--- config.mk ---
export PLATFORM = sky130hd
export DESIGN_NAME = add_sub_seq_flat
export DESIGN_NICKNAME = d
export VERILOG_FILES = /design/src/rtl/add_sub_if.sv /design/src/rtl/add_sub_seq.sv /design/src/flat_wrapper.sv
export SDC_FILE = /design/constraint.sdc
export NUM_CORES = 1
export LEC_CHECK = 0
export CORE_MARGIN = 3
export CORE_UTILIZATION = 30
export CTS_CLUSTER_DIAMETER = 50
export DETAILED_ROUTE_END_ITERATION = 16
export DONT_BUFFER_PORTS = 1
export SLEW_MARGIN = 20
export SYNTH_ARGS = -nofsm -noshare
export SYNTH_HDL_FRONTEND = slang
export SYNTH_SLANG_ARGS = --single-unit
--- constraint.sdc ---
create_clock -name clk -period 1.3 [get_ports clk]
set_input_delay 0.195 -clock clk [delete_from_list [all_inputs] [get_ports clk]]
set_output_delay 0.195 -clock clk [all_outputs]
set_load 0.03 [all_outputs]
--- src/rtl/add_sub_if.sv ---
`default_nettype none
// ============================================================================
// Module   : add_sub_if
// Purpose  : Start/busy/done handshake and result bus for add_sub_seq.
// Revision : 1.0  initial release
// ============================================================================
interface add_sub_if #(
    parameter int WIDTH = 8
);
    logic             start;
    logic             mode;
    logic [WIDTH-1:0] a;
    logic [WIDTH-1:0] b;
    logic             busy;
    logic             done;
    logic [WIDTH-1:0] result;
    logic             cout;
    logic             overflow;
    logic             zero;

    modport master (
        output start, mode, a, b,
        input  busy, done, result, cout, overflow, zero
    );

    modport slave (
        input  start, mode, a, b,
        output busy, done, result, cout, overflow, zero
    );
endinterface
`default_nettype wire

--- src/rtl/add_sub_seq.sv ---
`default_nettype none
// ============================================================================
// Module   : add_sub_seq
// Purpose  : Multi-cycle two's-complement adder/subtractor, CHUNK bits/clock.
// Revision : 1.0  initial release
// ============================================================================
module add_sub_seq #(
    parameter int WIDTH = 8,
    parameter int CHUNK = 1
) (
    input  logic      clk,
    input  logic      rst,
    add_sub_if.slave  bus
);
    localparam int N     = WIDTH / CHUNK;
    localparam int CNT_W = (N > 1) ? $clog2(N) : 1;

    localparam logic [1:0]       c_IDLE = 2'd0;
    localparam logic [1:0]       c_RUN  = 2'd1;
    localparam logic [1:0]       c_DONE = 2'd2;
    localparam logic [CNT_W-1:0] c_LAST = CNT_W'(N - 1);

    logic [1:0]       state_q, state_d;
    logic [CNT_W-1:0] cnt_q, cnt_d;
    logic [WIDTH-1:0] sa_q, sa_d;
    logic [WIDTH-1:0] sb_q, sb_d;
    logic             carry_q, carry_d;
    logic [WIDTH-1:0] result_q, result_d;
    logic             cout_q, cout_d;
    logic             ovf_q, ovf_d;
    logic             zero_q, zero_d;

    logic [CHUNK:0]   w_sum;
    logic [WIDTH-1:0] w_res_shift;
    logic             w_carry_msb;

    assign w_sum = {1'b0, sa_q[CHUNK-1:0]} + {1'b0, sb_q[CHUNK-1:0]}
                 + {{CHUNK{1'b0}}, carry_q};

    // Carry into the top bit of the final chunk is recovered from the sum bit.
    assign w_carry_msb = sa_q[CHUNK-1] ^ sb_q[CHUNK-1] ^ w_sum[CHUNK-1];

    generate
        if (CHUNK == WIDTH) begin : g_single_chunk
            assign w_res_shift = w_sum[CHUNK-1:0];
        end else begin : g_multi_chunk
            assign w_res_shift = {w_sum[CHUNK-1:0], result_q[WIDTH-1:CHUNK]};
        end
    endgenerate

    always_comb begin
        state_d  = state_q;
        cnt_d    = cnt_q;
        sa_d     = sa_q;
        sb_d     = sb_q;
        carry_d  = carry_q;
        result_d = result_q;
        cout_d   = cout_q;
        ovf_d    = ovf_q;
        zero_d   = zero_q;
        case (state_q)
            c_IDLE, c_DONE: begin
                if (bus.start) begin
                    sa_d    = bus.a;
                    sb_d    = bus.b ^ {WIDTH{bus.mode}};
                    carry_d = bus.mode;
                    cnt_d   = '0;
                    state_d = c_RUN;
                end else begin
                    state_d = c_IDLE;
                end
            end
            c_RUN: begin
                result_d = w_res_shift;
                sa_d     = sa_q >> CHUNK;
                sb_d     = sb_q >> CHUNK;
                carry_d  = w_sum[CHUNK];
                cnt_d    = cnt_q + CNT_W'(1);
                if (cnt_q == c_LAST) begin
                    cout_d  = w_sum[CHUNK];
                    ovf_d   = w_carry_msb ^ w_sum[CHUNK];
                    zero_d  = (w_res_shift == '0);
                    state_d = c_DONE;
                end
            end
            default: state_d = c_IDLE;
        endcase
    end

    always_ff @(posedge clk or posedge rst) begin
        if (rst) begin
            state_q  <= c_IDLE;
            cnt_q    <= '0;
            sa_q     <= '0;
            sb_q     <= '0;
            carry_q  <= 1'b0;
            result_q <= '0;
            cout_q   <= 1'b0;
            ovf_q    <= 1'b0;
            zero_q   <= 1'b0;
        end else begin
            state_q  <= state_d;
            cnt_q    <= cnt_d;
            sa_q     <= sa_d;
            sb_q     <= sb_d;
            carry_q  <= carry_d;
            result_q <= result_d;
            cout_q   <= cout_d;
            ovf_q    <= ovf_d;
            zero_q   <= zero_d;
        end
    end

    assign bus.busy     = (state_q == c_RUN);
    assign bus.done     = (state_q == c_DONE);
    assign bus.result   = result_q;
    assign bus.cout     = cout_q;
    assign bus.overflow = ovf_q;
    assign bus.zero     = zero_q;
endmodule
`default_nettype wire

--- src/flat_wrapper.sv ---
// flat-port wrapper written by rule: the top's interface ports become plain ports
module add_sub_seq_flat 
#(
    parameter int WIDTH = 8,
    parameter int CHUNK = 1
)
  (clk, rst, bus_start, bus_mode, bus_a, bus_b, bus_busy, bus_done, bus_result, bus_cout, bus_overflow, bus_zero);
  add_sub_if #(.WIDTH(WIDTH)) bus_i ();
  input  logic clk;
  input  logic rst;
  input wire logic [$bits(bus_i.start)-1:0] bus_start;
  input wire logic [$bits(bus_i.mode)-1:0] bus_mode;
  input wire logic [$bits(bus_i.a)-1:0] bus_a;
  input wire logic [$bits(bus_i.b)-1:0] bus_b;
  output wire logic [$bits(bus_i.busy)-1:0] bus_busy;
  output wire logic [$bits(bus_i.done)-1:0] bus_done;
  output wire logic [$bits(bus_i.result)-1:0] bus_result;
  output wire logic [$bits(bus_i.cout)-1:0] bus_cout;
  output wire logic [$bits(bus_i.overflow)-1:0] bus_overflow;
  output wire logic [$bits(bus_i.zero)-1:0] bus_zero;
  assign bus_i.start = bus_start;
  assign bus_i.mode = bus_mode;
  assign bus_i.a = bus_a;
  assign bus_i.b = bus_b;
  assign bus_busy = bus_i.busy;
  assign bus_done = bus_i.done;
  assign bus_result = bus_i.result;
  assign bus_cout = bus_i.cout;
  assign bus_overflow = bus_i.overflow;
  assign bus_zero = bus_i.zero;
  add_sub_seq #(.WIDTH(WIDTH), .CHUNK(CHUNK)) u_core (.clk(clk), .rst(rst), .bus(bus_i));
endmodule
==> results.py <==
metrics = {
    "place": {
        "place_ws_ps": -268.6,
        "hpwlAfterDp_um": 2120,
        "dp_cells": 193,
        "placed_cell_area_sq_um": 1654,
        "gp_congestion": 0.7687,
        "port_buffers": 0,
    },
    "critical_path": {
        "crit_chain": "fa_2 > xnor2_2 > xnor2_1 > o21ai_1",
        "worst-endpoint-required_ps": 1470,
        "crit_start": "u_core.sa_q[0]$_DFFE_PP0P_",
        "rr_worst_depth": 4,
        "crit_slowest_cell": "fa_2",
        "r2r_slack_ps": -180,
        "criticalPathCategory": "flip-flop to flip-flop",
        "startpoint_type": "flip-flop",
        "cp-endpoint": "u_core.bus.overflow$_DFFE_PP0P_",
        "cp_data_arrival_time_ps": 1650,
        "end_kind": "flip-flop",
        "r2r-end": "u_core.bus.overflow$_DFFE_PP0P_",
        "cp_max_fo": 3,
        "reg2reg_from": "u_core.sa_q[0]$_DFFE_PP0P_",
        "cpPeakStageDelay_ps": 630,
    },
    "route": {
        "dr_total_vias": 1023,
        "antenna_left": 0,
        "viasPerCell": 4.848,
        "remaining_drc_errors": 0,
        "routed_wirelength_um": 3303,
        "drt_first_pass_iters": 4,
        "avgRoutedWirePerCell_um": 15.65,
        "drt-initial-drc-count": 38,
    },
    "sta": {
        "clock_skew_ps": 5.554,
        "slew_viol_final": 0,
        "max_freq_ghz": 0.6774,
        "fin_setup_tns_ps": -1284,
        "postLayoutSetupSlackWorst_ps": -176.3,
        "rsz0062_at_grt": "true",
        "max_slew_margin": 0.7252,
        "period_minus_slack_ps": 1476,
        "setup-violations-final": 17,
        "hold_ws_ps": 46.70,
        "hold_viol_final": 0,
        "worst_slew_pin_slew_ps": 412.1,
        "fin_crit_sh": 1.136,
    },
    "final_layout": {
        "stdcell_area_sq_um": 1966,
        "finalNetCount": 166,
        "layout-drive-gt1-share": 0.3750,
        "stdcell_count": 211,
        "diodes": 0,
        "final_util": 0.4134,
        "area_growth_pct": 31.69,
    },
    "die": {
        "start_util": 0.3139,
        "ioPinCount": 33,
        "rows": 25,
        "core_area_sq_um": 4755,
        "die_w_um": 76.54,
        "fp.dieH_um": 76.54,
        "die-area_sq_um": 5858,
    },
    "status": {
        "status": "complete, but fails checks",
        "violations": "negative setup slack",
    },
    "power_and_ir_drop": {
        "power_frac_seq": 0.339,
        "fin_total_pwr_mw": 5.854,
        "power_density_nw_per_um2": 2978,
        "p_int_mw": 3.683,
        "pwr-share-comb": 0.535,
        "switchingPower_mw": 2.171,
        "power.leakage_nw": 0.9507,
        "p_clk_frac": 0.125,
        "vdd_drop_max_mv": 0.7617,
        "sw_frac_of_total": 0.3709,
    },
    "yosys": {
        "synth_top_area_frac": 0.5532,
        "syn_area_sq_um": 1493,
        "synth_common_cells": "dfrtp_1 (33), a22o_1 (12), mux2_2 (10), xnor2_1 (10)",
        "synth-seq-cells": 33,
        "ys_top_cells_by_area": "dfrtp_1 (55%), mux2_2 (7.5%), a22o_1 (7.0%), xnor2_1 (5.9%), a221o_1 (4.7%)",
        "yosysWarnings": 0,
        "dominantRegCellSynth": "dfrtp_1",
        "ys_seq_area_frac": 0.5532,
        "yosysMostFrequentCell": "dfrtp_1",
        "synth_edf_count": 0,
        "synthArstFlopShare": 1.000,
        "ys_types": 21,
        "synth.avg_cell_area_sq_um": 12.87,
        "synth_nets": 139,
        "postSynthCellCount": 116,
        "synth_area_leader_cell": "dfrtp_1",
    },
    "clock_tree": {
        "clk_path_buf_depth": 2,
        "clock-sinks": 33,
        "clk_pin_slew_ps": 70,
        "tritoncts": "done",
        "numCtsBuffers": 5,
        "clk-insertion-delay-late_ps": 290,
        "clockRootBuffer": "clkbuf_8",
        "ctsHtreeMaxLevel": 2,
    },
    "global_routing": {
        "grt_overflow_total": 0,
        "grt_pass1_wl_um": 5195,
        "grt_max_degree": 34,
        "grt_pass1_vias": 1081,
        "antenna_found_initial": 0,
        "grt_use_total": 0.1163,
    },
    "hold_path": {
        "min_path_cells": 1,
        "min_path_type": "input port to flip-flop",
    },
    "job": {
        "cap_violations": 0,
    },
}
[logic make-up after synthesis]
group,share of synthesized area
AND/OR/NAND/NOR,0.06287
adder cells (fa/ha/maj),0.03017
buffers and inverters,0.04610
multiplexers,0.07544
XOR/XNOR,0.06454
AO/OA/AOI/OAI,0.1676
flip-flops,0.5532
[cell usage in the layout, fill, tap and decap left out, types with 2 or more instances in the layout]
cell type	synthesis	layout
o21ai_1	0	3
nor2b_4	1	2
nand2_1	3	3
xnor2_1	10	9
a21o_1	8	8
mux2_4	0	8
a221o_1	7	7
dfrtp_1	33	32
buf_6	3	2
buf_16	0	2
nor2_1	8	7
a22o_1	12	12
buf_4	0	20
clkinv_2	0	2
inv_1	3	3
mux2_2	10	2
clkbuf_8	0	5
buf_12	0	2
[critical path: cells and delay by family, from the launching register on]
kind | cells | cell delay, ps
adders and majority gates | 1 | 630
xor gates and xnor gates | 2 | 270
AOI/OAI and AO/OA | 1 | 70
DFF | 1 | 400
[what timing repair did]
item                       4_1_cts  5_1_grt
cloned                           2        1
gates resized for setup         20       10
hold endpoints to repair        33        0
hold buffers                     1        0
setup buffers                    2        4
pin swaps                        7        7
setup endpoints to repair       32       32
[state kept, by name, summed over array words and instances (netlist names)]
name                 cells
u_core.bus.result        8
u_core.sa_q              8
u_core.sb_q              8
u_core.cnt_q             3
u_core.state_q           2
u_core.bus.cout          1
u_core.bus.overflow      1
u_core.bus.zero          1
u_core.carry_q           1
[power by group through the flow]
stage	sequential, mW	clock (mW)	combinational, mW
final	1.99	0.734	3.13
after global routing	2.05	0.805	3.37
after CTS	1.97	0.765	2.90
after detailed placement	1.96	0	2.28
after global placement	1.93	0	2.19
after floorplan	2.11	0	1.55
[worst min-delay path by stage]
stage | startpoint | end | slack (ps)
finish | bus_a[7] | u_core.sa_q[7]$_DFFE_PP0P_ | 50
global route | bus_a[7] | u_core.sa_q[7]$_DFFE_PP0P_ | 40
CTS | bus_a[7] | u_core.sa_q[7]$_DFFE_PP0P_ | 40
detailed placement | rst | u_core.bus.result[0]$_DFFE_PP0P_ | 200
global placement | rst | u_core.bus.result[0]$_DFFE_PP0P_ | 190
floorplan | rst | u_core.bus.cout$_DFFE_PP0P_ | 320
[routing by layer]
metal  vias to the layer above  track usage  share of wire
li1                        471            -              -
met1                       513       0.1215           0.41
met2                        32       0.1995           0.51
met3                         7      0.04255          0.053
met4                         0      0.06884          0.022
met5                         -            0              0
[cell type report]
cell class	instances	area, sq um
well taps	67	83.83
fillers	461	2789
inverters	3	11.26
clock buffers	6	72.57
repair buffers	27	277.8
clock inverters	2	10.01
flip-flops and latches	33	827.0
multi-input cells	73	683.2
No activity file was read; power rests on OpenSTA's default activity.
